## src/rtl/ldpc_result_packer.sv

```systemverilog
// Reads the decoded soft words after `over` rises and streams their sign bits out as LSB-first bytes.
// 10 cycles per byte (8 reads, capture, present); outputs hold while byte_ready is low and no reads are issued.
module ldpc_result_packer #(
  parameter int CODE_LEN = 24,
  parameter int DATA_W   = 8,
  parameter int ADDR_W   = 8
) (
  input  logic              clk,
  input  logic              rst,
  input  logic              over,
  output logic [ADDR_W-1:0] resmem_addr,
  input  logic [DATA_W-1:0] resmem_dout,
  output logic [7:0]        byte_data,
  output logic              byte_valid,
  input  logic              byte_ready,
  output logic              byte_last,
  output logic              busy,
  output logic              done
);

  localparam int NBYTES = CODE_LEN / 8;
  localparam int BIDX_W = (NBYTES > 1) ? $clog2(NBYTES) : 1;

  typedef enum logic [2:0] {
    IDLE,
    READ,
    CAP,
    OUT,
    DONE
  } state_t;

  state_t            state;
  logic              over_q;
  logic [2:0]        wcnt;
  logic [BIDX_W-1:0] bidx;
  logic [6:0]        shreg;
  logic              start;
  logic              sign;
  logic              unused_ok;

  assign start     = over & ~over_q;
  assign sign      = resmem_dout[DATA_W-1];
  assign unused_ok = &{1'b0, resmem_dout};

  always_ff @(posedge clk) begin
    if (rst) begin
      state       <= IDLE;
      over_q      <= 1'b1;
      wcnt        <= '0;
      bidx        <= '0;
      shreg       <= '0;
      resmem_addr <= '0;
      byte_data   <= '0;
      byte_valid  <= 1'b0;
      byte_last   <= 1'b0;
      busy        <= 1'b0;
      done        <= 1'b0;
    end else begin
      over_q <= over;
      done   <= 1'b0;
      case (state)
        IDLE: begin
          if (start) begin
            state       <= READ;
            resmem_addr <= '0;
            wcnt        <= '0;
            bidx        <= '0;
            busy        <= 1'b1;
          end
        end
        READ: begin
          // Data returned this cycle belongs to the address issued last cycle.
          if (wcnt != 3'd0) shreg[wcnt - 3'd1] <= sign;
          wcnt <= wcnt + 3'd1;
          if (wcnt == 3'd7) state <= CAP;
          else resmem_addr <= resmem_addr + 1'b1;
        end
        CAP: begin
          byte_data  <= {sign, shreg};
          byte_valid <= 1'b1;
          byte_last  <= (bidx == BIDX_W'(NBYTES - 1));
          state      <= OUT;
        end
        OUT: begin
          if (byte_ready) begin
            byte_valid <= 1'b0;
            byte_last  <= 1'b0;
            if (byte_last) begin
              state <= DONE;
              done  <= 1'b1;
            end else begin
              // Address is parked at bidx*8+7, so one step lands on the next byte's base.
              bidx        <= bidx + 1'b1;
              resmem_addr <= resmem_addr + 1'b1;
              state       <= READ;
            end
          end
        end
        DONE: begin
          busy        <= 1'b0;
          resmem_addr <= '0;
          state       <= IDLE;
        end
        default: state <= IDLE;
      endcase
    end
  end

endmodule

```

## config.mk

```make
export PLATFORM = sky130hd
export DESIGN_NAME = ldpc_result_packer
export DESIGN_NICKNAME = d
export VERILOG_FILES = /design/src/rtl/ldpc_result_packer.sv
export SDC_FILE = /design/constraint.sdc
export NUM_CORES = 1
export LEC_CHECK = 0
export ABC_AREA = 1
export CORE_MARGIN = 3
export CORE_UTILIZATION = 40
export CTS_CLUSTER_DIAMETER = 30
export CTS_CLUSTER_SIZE = 12
export DETAILED_ROUTE_END_ITERATION = 8
export GPL_TIMING_DRIVEN = 0
export SLEW_MARGIN = 10
export SYNTH_ARGS = -nofsm -noshare
export SYNTH_HDL_FRONTEND = slang
export SYNTH_SLANG_ARGS = --single-unit
export TNS_END_PERCENT = 10
```

## constraint.sdc

```tcl
create_clock -name clk -period 2.01 [get_ports clk]
set_clock_uncertainty 0.15 [all_clocks]
set_input_delay 0.402 -clock clk [delete_from_list [all_inputs] [get_ports clk]]
set_output_delay 0.402 -clock clk [all_outputs]
set_load 0.005 [all_outputs]
```

# [Word level (Yosys, flattened, before mapping)]
# Index checks and enable logic that the tools add are counted.
[word_totals] inputBits=12 out_inout_bits=20 elab_cells=73 register_bits=36
[classes] bitwise_logic=4 magnitude_cmp=2 muxes=25 eq_ne=11 reduce_logical=16 n_addsub=4
[op_table] op="$mux W8" count=4
[op_table] op="$pmux W8 S4" count=1
[op_table] op="$mux W3" count=5
[op_table] op="$pmux W3 S4" count=1
[op_table] op="$ne A2 B2 Y1 const B" count=5
[op_table] op="$add A8 B1 Y8 const B" count=1
[op_table] op="$reduce_and A2 Y1" count=4
[op_table] op="$reduce_bool A2 Y1" count=4
[op_table] op="$bwmux W7" count=1
[op_table] op="$eq A3 B2 Y1 const B" count=2
[op_table] op="$eq A3 B3 Y1 const B" count=2
[op_table] op="$mux W2" count=3
[op_table] op="$pmux W1 S2" count=3
[op_table] op="$pmux W3 S2" count=1
[op_table] op="$reduce_and A5 Y1" count=1
[op_table] op="$lt A3 B4 Y1 const B" count=1
[op_table] op="$mux W1" count=4
[op_table] op="$pmux W2 S2" count=1
[op_table] op="$reduce_and A4 Y1" count=1
[op_table] op="$reduce_bool A4 Y1" count=1
[op_table] op="$add A3 B1 Y3 const B" count=1
[op_table] op="$demux W1 S3" count=1
[op_table] op="$eq A3 B1 Y1 const B" count=1
[op_table] op="$ge A3 B1 Y1 const B" count=1
[op_table] op="other kinds (10)" count=12

# [Depth between registers and ports, before layout]
# Gate-level depths: netlist of the first run.
[logic_depth] word_depth=6 ltp_mapped=10 mapped_depth_nobuf=10

# [Least setup slack after synthesis of the first run]
# No wires, ideal clock.
[synth_path] kind="register -> register" start="register wcnt[0]" end="register shreg[1]" slack_ns=0.512 required_ns=1.742 stages_incl_launch_ff=11 arrival_ns=1.230 setup_ns=0.118 cell_sequence="dfxtp_1 > inv_1 > ha_1 > inv_1 > nand2_1 > nand2_1 > inv_1 > nand2_1 > nor2_1 > o21ai_0 > nor2_1"
[synth_via] elab_chain_cells=6
[synth_rtl] element="from (decl)" line_no="34" text="logic [2:0] wcnt;"
[synth_rtl] element="from (signal assigned)" line_no="74" text="wcnt <= wcnt + 3'd1;"
[synth_rtl] element="$sub A3 B1 Y3" line_no="73" text="if (wcnt != 3'd0) shreg[wcnt - 3'd1] <= sign;"
[synth_rtl] element="$lt A3 B4 Y1 (not written as such) / $ge A3 B1 Y1 (equally long branches)" line_no="73"
[synth_rtl] element="$logic_and A1 B1 Y1 (not written as such)" line_no="73"
[synth_rtl] element="$mux W1 (not written as such)" line_no="73"
[synth_rtl] element="$demux W1 S3" line_no="73"
[synth_rtl] element="$bwmux W7" line_no="73"
[synth_rtl] element="to (signal, indexed assignment)" line_no="73"
[synth_rtl] element="to (decl)" line_no="36" text="logic [6:0] shreg;"
# Parallel ways exist; a longest one is shown, timed or not.
# A chain may end at the register's enable or synchronous reset.

# [Worst setup path after layout of the first run]
[layout_path] start="register resmem_addr[3]" end="output port resmem_addr[3]"
[layout_rtl] element="from (decl)" line_no="11" text="output logic [ADDR_W-1:0] resmem_addr,"
[layout_rtl] element="from (signal assigned)" line_no="76" text="else resmem_addr <= resmem_addr + 1'b1;"
[layout_rtl] element="from (signal assigned)" line_no="94" text="resmem_addr <= resmem_addr + 1'b1;"
# No word-level cell between the ends.

==> results.ini, run 1 <==
[global_route]
busiest_layer=met2
grt_pass1_wl_microns=6490
grt_max_degree=13
met3_usage_pct=4.13
grt_pass1_vias=1378
met1_usage_pct=22.0
grt_antenna_before_repair=0
gr-usage-all-layers_pct=15.5
gr-total-overflow=0
use_met2_pct=22.8

[pwr]
ir_drop_uv=357
power_density_nw_per_um2=675
p_leak_uw=0.000828

[detailed_routing]
drtAntennaViolNets=0
drt-total-wl_microns=3760
via_per_inst=4.83
drc=0
wl_per_cell_microns=11.3
dr.pass1.iters=4
drt-initial-drc-count=93
vias=1614

[finish]
drive_above_1_share_pct=9.15
multiInputGateArea_sq_um=902
finalNonFillerCells=334
final_common_cell=nand2_1
nFillCells=434
finalInstanceArea_sq_um=2160
area_growth_pct=21.4
final-seq-area_sq_um=721
final_util_pct=52.0
layout.nets=301
diodes=0
final_cell_mix=nand2_1, dfxtp_1, nor2_1, inv_1, a21oi_1

[floorplan]
row_count=23
io_pins=32
fp.dieW_microns=72.6
floorplan.initialDensity_pct=42.8
die_area_sq_um=5270
die_y_microns=72.6
core-area_sq_um=4140

[placed_design]
dp.cells=326
io_buffer_count=23
place_hpwl_microns=2830
gp_congestion=0.792
placed_cell_area_sq_um=2070

[sta]
setup-violations-final=0
slew_viol_final=0
min_period_ns=1.88
finalSetupTns_ns=0
max_slew_margin_pct=66.2
fmax_ghz=0.532
rsz0062_at_grt=false
tightest_slew_ns=0.507
hold_viol=0
fin_crit_sh_pct=93.5

[critical_path]
rr_startpoint=wcnt[0]
crit_path_max_incr_delay_ns=0.56
crit_family=buffers and inverters
critPathLaunch=resmem_addr[3]
crit_fanout=8
crit_slowest_cell=clkdlybuf4s50_1
crit_buf_inv=1
critical_path_required_ns=1.46
crit_arrival_ns=1.33
critical_path.cell_chain=clkdlybuf4s50_1
cp-start-kind=flop
worst-setup-path-type=flop to output pin
worst_setup_path_end_kind=output pin

[synth]
syn_area_per_cell_sq_um=7.02
syn_nets=271
yosys.area_share.simple_pct=31.4
synth_area_sq_um=1780
synth_compound_area_share_pct=14.7
synth_seq_area_share_pct=40.6
ys_ff_latch=36
synth_xor_area_share_pct=0.493
muxShareOfSynthArea_pct=0
yosys_warnings=0
synth_top_family_by_area=simple AND/OR/NAND/NOR gates
synth_cells=253
synth_cell_type_count=27
synth_fa_ha_area_share_pct=4.23

[clocking]
cts_hold_buffers=0
insertion_delay_ns=0.28
cts_made_buffers=5
cts_resized=0
clockBufferDepth=2
post-cts-setup-buffer-count=0
path_clk_slew_ns=0.08
cts_htree_levels=2
cts_root_buf=clkbuf_8
cts_tree=yes
clkSinkCount=36

[worst_hold_path]
hold_start=byte_data[5]
holdCritPathClass=flop to flop

[run]
cap_violations=0

[status]
outcome=finished clean

[power breakdown]
part	switching, uW	total (uW)	internal [uW]
Combinational	108	188	80.1
Clock	266	507	241
Sequential	23.2	759	736
Total	397	1450	1060
[cell usage after synthesis]
library cell / instances / share of area (%)
buf_1: 1 / 0.21
nand3_1: 10 / 2.8
nand2_4: 1 / 0.63
nand3_2: 4 / 2.3
clkbuf_1: 2 / 0.42
inv_2: 1 / 0.21
o21ai_2: 1 / 0.49
inv_1: 31 / 6.6
nor2_1: 33 / 7.0
or2_2: 2 / 0.70
nand4_1: 2 / 0.70
nor3b_1: 2 / 0.85
o21bai_1: 1 / 0.42
o21ai_1: 2 / 0.56
buf_6: 1 / 0.63
ha_1: 6 / 4.2
nor2_2: 1 / 0.35
nor3_1: 8 / 2.3
o21ai_0: 21 / 5.9
a21oi_1: 24 / 6.8
a21oi_2: 1 / 0.49
nor2_4: 3 / 1.9
buf_2: 2 / 0.56
xor2_1: 1 / 0.49
dfxtp_1: 36 / 41
nand2_1: 55 / 12
nand2_2: 1 / 0.35
[registers in the layout, summed over array words and instances (netlist names)]
name and cells:
byte_data 8, wcnt 3, state 3, byte_last 1, over_q 1, byte_valid 1
resmem_addr 8, busy 1, shreg 7, bidx 2, done 1
[cells by family after synthesis]
family / count (synthesis)
xor gates and xnor gates: 1
adders and majority gates: 6
DFF: 36
AOI/OAI and AO/OA: 50
buffers and inverters: 38
and+or+nand+nor: 122
[final timing paths]
kind	endpoint	slack, ns	cells after the start
hold reg to reg	byte_data[5]	0.30	2
setup reg to reg	shreg[1]	0.36	10
setup / recovery	resmem_addr[3]	0.13	1
hold / removal	byte_data[5]	0.30	2
[area by class of cell]
class | count | area share (%)
buffer | 6 | 1.51
clock buffer | 5 | 3.19
clock inverter | 3 | 0.871
inverter | 32 | 5.57
multi-input combinational | 179 | 41.8
sequential | 36 | 33.4
tap | 50 | 2.90
timing repair buffer | 23 | 10.7
[through the flow]
stage	power, uW	worst slack (ns)	hold WS [ns]
3_3_place_gp	961	0.0104	0.282
3_5_place_dp	964	0.00697	0.287
4_1_cts	1470	0.118	0.299
6_report	1450	0.130	0.297
2_1_floorplan	895	0.512	0.290
5_1_grt	1530	0.0537	0.320
[routing by layer]
layer / up-vias / wire (microns)
li1: 870 / -
met1: 721 / 1970
met2: 19 / 1640
met3: 4 / 117
met4: 0 / 41
met5: - / 0
No activity file was read; power rests on OpenSTA's default activity.
==> run 2, diff against run 1 <==
--- a/config.mk
+++ b/config.mk
@@ -12,6 +12,7 @@
 export CTS_CLUSTER_SIZE = 12
 export DETAILED_ROUTE_END_ITERATION = 8
 export GPL_TIMING_DRIVEN = 0
+export PLACE_DENSITY = 0.66
 export SLEW_MARGIN = 10
 export SYNTH_ARGS = -nofsm -noshare
 export SYNTH_HDL_FRONTEND = slang
==> constraint.sdc (replaced) <==
create_clock -name clk -period 1.6 [get_ports clk]
set_clock_uncertainty 0.15 [all_clocks]
set_input_delay 0.32 -clock clk [delete_from_list [all_inputs] [get_ports clk]]
set_output_delay 0.32 -clock clk [all_outputs]
set_load 0.005 [all_outputs]
==> run 2 against run 1 <==
  * Critical path depth is the same
  * Final area grew 8.0%
  * Flip-flop and latch count is the same
  * Hold slack lost 0.027 ns
  * Sequential power grew 25%
  * Critical path type unchanged
==> results.ini, run 2 (same netlist as run 1, synthesis figures left out) <==
[run]
cap_violations=0

[clocking]
cts_tree=yes
cts_htree_levels=2
cts_made_buffers=5
cts_root_buf=clkbuf_8
clockBufferDepth=2
insertion_delay_ns=0.29
path_clk_slew_ns=0.07
clkSinkCount=36
cts_hold_buffers=0

[sta]
max_slew_margin_pct=65.5
finalSetupTns_ns=0
slew_viol_final=0
fin_hold_ws_ns=0.271
fin_crit_sh_pct=97.0
hold_viol=0
min_period_ns=1.55
fmax_ghz=0.644
setup-violations-final=0
rsz0062_at_grt=true
tightest_slew_ns=0.517

[global_route]
grt_antenna_before_repair=0
grt_pass1_vias=1460
gr-usage-all-layers_pct=15.6
gr-total-overflow=0
grt_max_degree=13
grt_pass1_wl_microns=6440

[finish]
diodes=0
final_cell_mix=nand2_1, nor2_1, inv_1, a21oi_1, dfxtp_1
layout.nets=307
reg_top3=byte_data x8, resmem_addr x8, shreg x7
finalInstanceArea_sq_um=2330
finalNonFillerCells=340
area_growth_pct=31.1
final_common_cell=nand2_1
drive_above_1_share_pct=20.3

[detailed_routing]
drt-total-wl_microns=3910
drt-initial-drc-count=97
via_per_inst=4.91
dr.pass1.iters=4
vias=1669
drc=0
drtAntennaViolNets=0
wl_per_cell_microns=11.5

[floorplan]
core-area_sq_um=4140
floorplan.initialDensity_pct=42.8
die_y_microns=72.6
io_pins=32
die_area_sq_um=5270
row_count=23
fp.dieW_microns=72.6

[critical_path]
crit_path_max_incr_delay_ns=0.48
critical_path.cell_chain=clkdlybuf4s50_1
crit_arrival_ns=1.08
worst-setup-path-type=flop to output pin
crit_slowest_cell=clkdlybuf4s50_1
crit_family=buffers and inverters
cp-start-kind=flop
worst_setup_path_end_kind=output pin
crit_buf_inv=1
critical_path_required_ns=1.13
crit_fanout=1

[pwr]
p_sw_uw=521
finalPower_uw=2000
p_sw_share_pct=26.0
ir_drop_uv=440
p_int_uw=1480
p_seq_share_pct=47.4
p_leak_uw=0.00108
power_frac_comb_pct=12.6
power_density_nw_per_um2=860
p_clk_share_pct=40.0

[status]
outcome=finished clean

[placed_design]
gp_congestion=0.807
io_buffer_count=23
place_hpwl_microns=2650
placed_cell_area_sq_um=2070
dp.cells=326

[worst_hold_path]
holdCritPathClass=primary input to flop

## run 2: cell count changes in the layout (fill, tap and decap cells not counted), sizes merged, moves of 2 or more
cell           change
clkdlybuf4s50     -20
dlygate4sd2       +11
dlymetal6s2s       +9
buf                +5
clkinv             -2
## run 2: layout make-up
| class | count | area [sq um] |
|---|---|---|
| well taps | 50 | 62.6 |
| flip-flops and latches | 36 | 756 |
| fillers | 426 | 1820 |
| plain buffers | 6 | 33.8 |
| multi-input cells | 180 | 968 |
| clock inverters | 3 | 42.5 |
| clock buffers | 5 | 68.8 |
| repair buffers | 28 | 277 |
| inverters | 32 | 120 |
## run 2: final timing paths
path,start,endpoint,slack (ns),cells past startpoint
hold reg to reg,byte_data[0],byte_data[0],0.29,2
setup reg to reg,wcnt[0],shreg[2],0.11,10
hold / removal,byte_ready,state[2],0.27,3
setup / recovery,done,done,0.05,1
## run 2: metal layers
layer  vias to the layer above  global-route usage, %  wire length, microns
met5                         -                      0                     0
met4                         0                   5.53                    36
met3                         4                   4.55                   148
met2                        32                   24.8                  1800
met1                       743                   20.0                  1920
li1                        890                      -                     -
## run 2: what timing repair did
item,4_1_cts,5_1_grt
setup buffers,2,3
cloned,0,1
gates resized for setup,31,31
pin swaps,0,2
endpoints found under the setup margin,27,32
## run 2: through the flow
step	util, %	worst slack [ns]
after floorplan	-	0.102
after global placement	49.9	-0.302
after detailed placement	49.9	-0.323
after CTS	53.6	0.00238
after global routing	56.2	-0.0243
final	56.2	0.0479
## run 2: power groups by stage
stage / clock network, uW / registers (uW) / logic (uW)
2_1_floorplan: 0 / 971 / 153
3_3_place_gp: 0 / 973 / 231
3_5_place_dp: 0 / 975 / 236
4_1_cts: 823 / 950 / 228
5_1_grt: 854 / 954 / 291
6_report: 801 / 950 / 252
==> run 3, diff against run 2 <==
--- a/config.mk
+++ b/config.mk
@@ -6,13 +6,14 @@
 export NUM_CORES = 1
 export LEC_CHECK = 0
 export ABC_AREA = 1
+export CAP_MARGIN = 5
 export CORE_MARGIN = 3
-export CORE_UTILIZATION = 40
+export CORE_UTILIZATION = 45
 export CTS_CLUSTER_DIAMETER = 30
 export CTS_CLUSTER_SIZE = 12
 export DETAILED_ROUTE_END_ITERATION = 8
 export GPL_TIMING_DRIVEN = 0
-export PLACE_DENSITY = 0.66
+export PLACE_DENSITY = 0.7
 export SLEW_MARGIN = 10
 export SYNTH_ARGS = -nofsm -noshare
 export SYNTH_HDL_FRONTEND = slang
==> constraint.sdc (replaced) <==
create_clock -name clk -period 1.5 [get_ports clk]
set_clock_uncertainty 0.15 [all_clocks]
set_input_delay 0.3 -clock clk [delete_from_list [all_inputs] [get_ports clk]]
set_output_delay 0.3 -clock clk [all_outputs]
set_load 0.005 [all_outputs]
==> run 3 against run 2 <==
  * Final area grew 7.5%
  * Final cell count rose by 2.6%
  * Die area shrank 10%
  * Global-route usage increased by 2.3 points
  * Clock power grew 6.0%
  * Routed wire length grew 9.8%
  * Hold slack got worse by 0.019 ns
  * Flip-flop and latch count stayed put
  * Setup slack got worse by 0.025 ns
==> results.ini, run 3 (same netlist as run 1, synthesis figures left out) <==
[status]
outcome=finished clean

[detailed_routing]
wl_per_cell_microns=12.3
dr.pass1.iters=4
topRoutingLayerUsed=met4
drc=0
drt-met1-wl_microns=1990
route.met3.wl_microns=137
drt-total-wl_microns=4290
drt-initial-drc-count=55
vias=1747
drtAntennaViolNets=0
via_per_inst=5.01
route.met2.wl_microns=2090

[pwr]
p_sw_uw=579
p_seq_share_pct=45.8
p_clk_share_pct=38.7
p_leak_uw=0.00106
power_density_nw_per_um2=877
finalPower_uw=2190
ir_drop_uv=595
p_sw_share_pct=26.4
power_frac_comb_pct=15.5
p_int_uw=1620

[floorplan]
core-area_sq_um=3740
die_area_sq_um=4730
row_count=22
die_y_microns=68.8
fp.dieW_microns=68.8
floorplan.initialDensity_pct=47.4
io_pins=32

[clocking]
cts_htree_levels=2
cts_tree=yes
cts_root_buf=clkbuf_8
clockBufferDepth=2
insertion_delay_ns=0.29
cts_hold_buffers=0
path_clk_slew_ns=0.07
clkSinkCount=36
cts_made_buffers=5

[sta]
max_slew_margin_pct=62.2
fin_crit_sh_pct=98.5
layout_setup_ws_ns=0.0232
rsz0062_at_grt=true
fmax_ghz=0.677
tightest_slew_ns=0.567
fin_hold_ws_ns=0.252
setup-violations-final=0
hold_viol=0
min_period_ns=1.48
slew_viol_final=0

[finish]
diodes=0
final_util_pct=66.8
finalNonFillerCells=349
drive_above_1_share_pct=26.9
layout.nets=318
final_common_cell=nand2_1
final_cell_mix=nand2_1, nor2_1, inv_1, dfxtp_1, a21oi_1
area_growth_pct=40.9
reg_top3=byte_data x8, resmem_addr x8, shreg x7

[critical_path]
crit_family=simple AND/OR/NAND/NOR gates
cp-start-kind=flop
critical_path_required_ns=1.57
worst-setup-path-type=flop to flop
critical_path.cell_chain=buf_6 > ha_4 > inv_1 > or2_2 > a21oi_2 > nand2_1 > a21oi_1
worst_setup_path_end_kind=flop
crit_fanout=5
crit_path_max_incr_delay_ns=0.35
crit_arrival_ns=1.54
crit_slowest_cell=dfxtp_4
crit_buf_inv=2

[global_route]
grt_max_degree=13
grt_pass1_wl_microns=6350
grt_antenna_before_repair=0
gr-usage-all-layers_pct=17.9
grt_pass1_vias=1404
gr-total-overflow=0

[placed_design]
dp.cells=324
io_buffer_count=23
gp_congestion=0.896
place_hpwl_microns=2580
dp_slack_ns=-0.380

[worst_hold_path]
holdCritPathClass=primary input to flop

[run]
cap_violations=0

==> run 3: cell count changes in the layout (fill, tap and decap cells not counted), sizes merged <==
cell,previous run,this run
dlygate4sd2,11,20
buf,9,20
dlymetal6s2s,9,1
clkdlybuf4s50,3,2
==> run 3: per-stage QoR <==
stage               area (sq um)  setup TNS [ns]
CTS                         2270         -0.0324
detailed placement          2070           -6.08
floorplan                   1780               0
finish                      2500               0
global placement            2070           -5.87
global route                2500          -0.520
==> run 3: metal layers <==
metal | GRT usage [%] | vias up
li1 | - | 912
met1 | 23.5 | 804
met2 | 27.8 | 23
met3 | 4.38 | 8
met4 | 8.03 | 0
met5 | 0 | -
==> run 3: path summary, 6_finish.rpt <==
kind | from | endpoint | slack, ns | cells past startpoint
worst max-delay path | resmem_addr[0] | resmem_addr[2] | 0.02 | 7
worst min-delay path | byte_ready | state[2] | 0.25 | 3
worst max register to register | resmem_addr[0] | resmem_addr[2] | 0.02 | 7
worst min register to register | byte_data[2] | byte_data[2] | 0.30 | 2
==> run 3: worst min-delay path, cell delays in order <==
cell and delay, ns:
dlymetal6s2s_1 0.14, nand2_1 0.14, nor3b_1 0.07
==> run 3: power by group through the flow <==
stage | logic, uW | registers [uW] | clock network [uW]
floorplan | 163 | 1040 | 0
global placement | 246 | 1040 | 0
detailed placement | 249 | 1040 | 0
CTS | 268 | 1000 | 870
global route | 380 | 1010 | 906
finish | 339 | 1010 | 849
==> run 3: timing repair <==
| item | in CTS | in global routing |
|---|---|---|
| setup buffers | 7 | 9 |
| resized for setup | 50 | 46 |
| pin swaps | 0 | 12 |
| endpoints found under the setup margin | 46 | 33 |
| cloned | 0 | 1 |
==> run 3: layout make-up <==
type	count	area, sq um
Inverter	32	130
Buffer	6	36.3
Clock inverter	3	42.5
Sequential cell	36	763
Timing Repair Buffer	39	339
Fill cell	323	1240
Multi-Input combinational cell	180	1060
Clock buffer	5	68.8
Tap cell	48	60.1
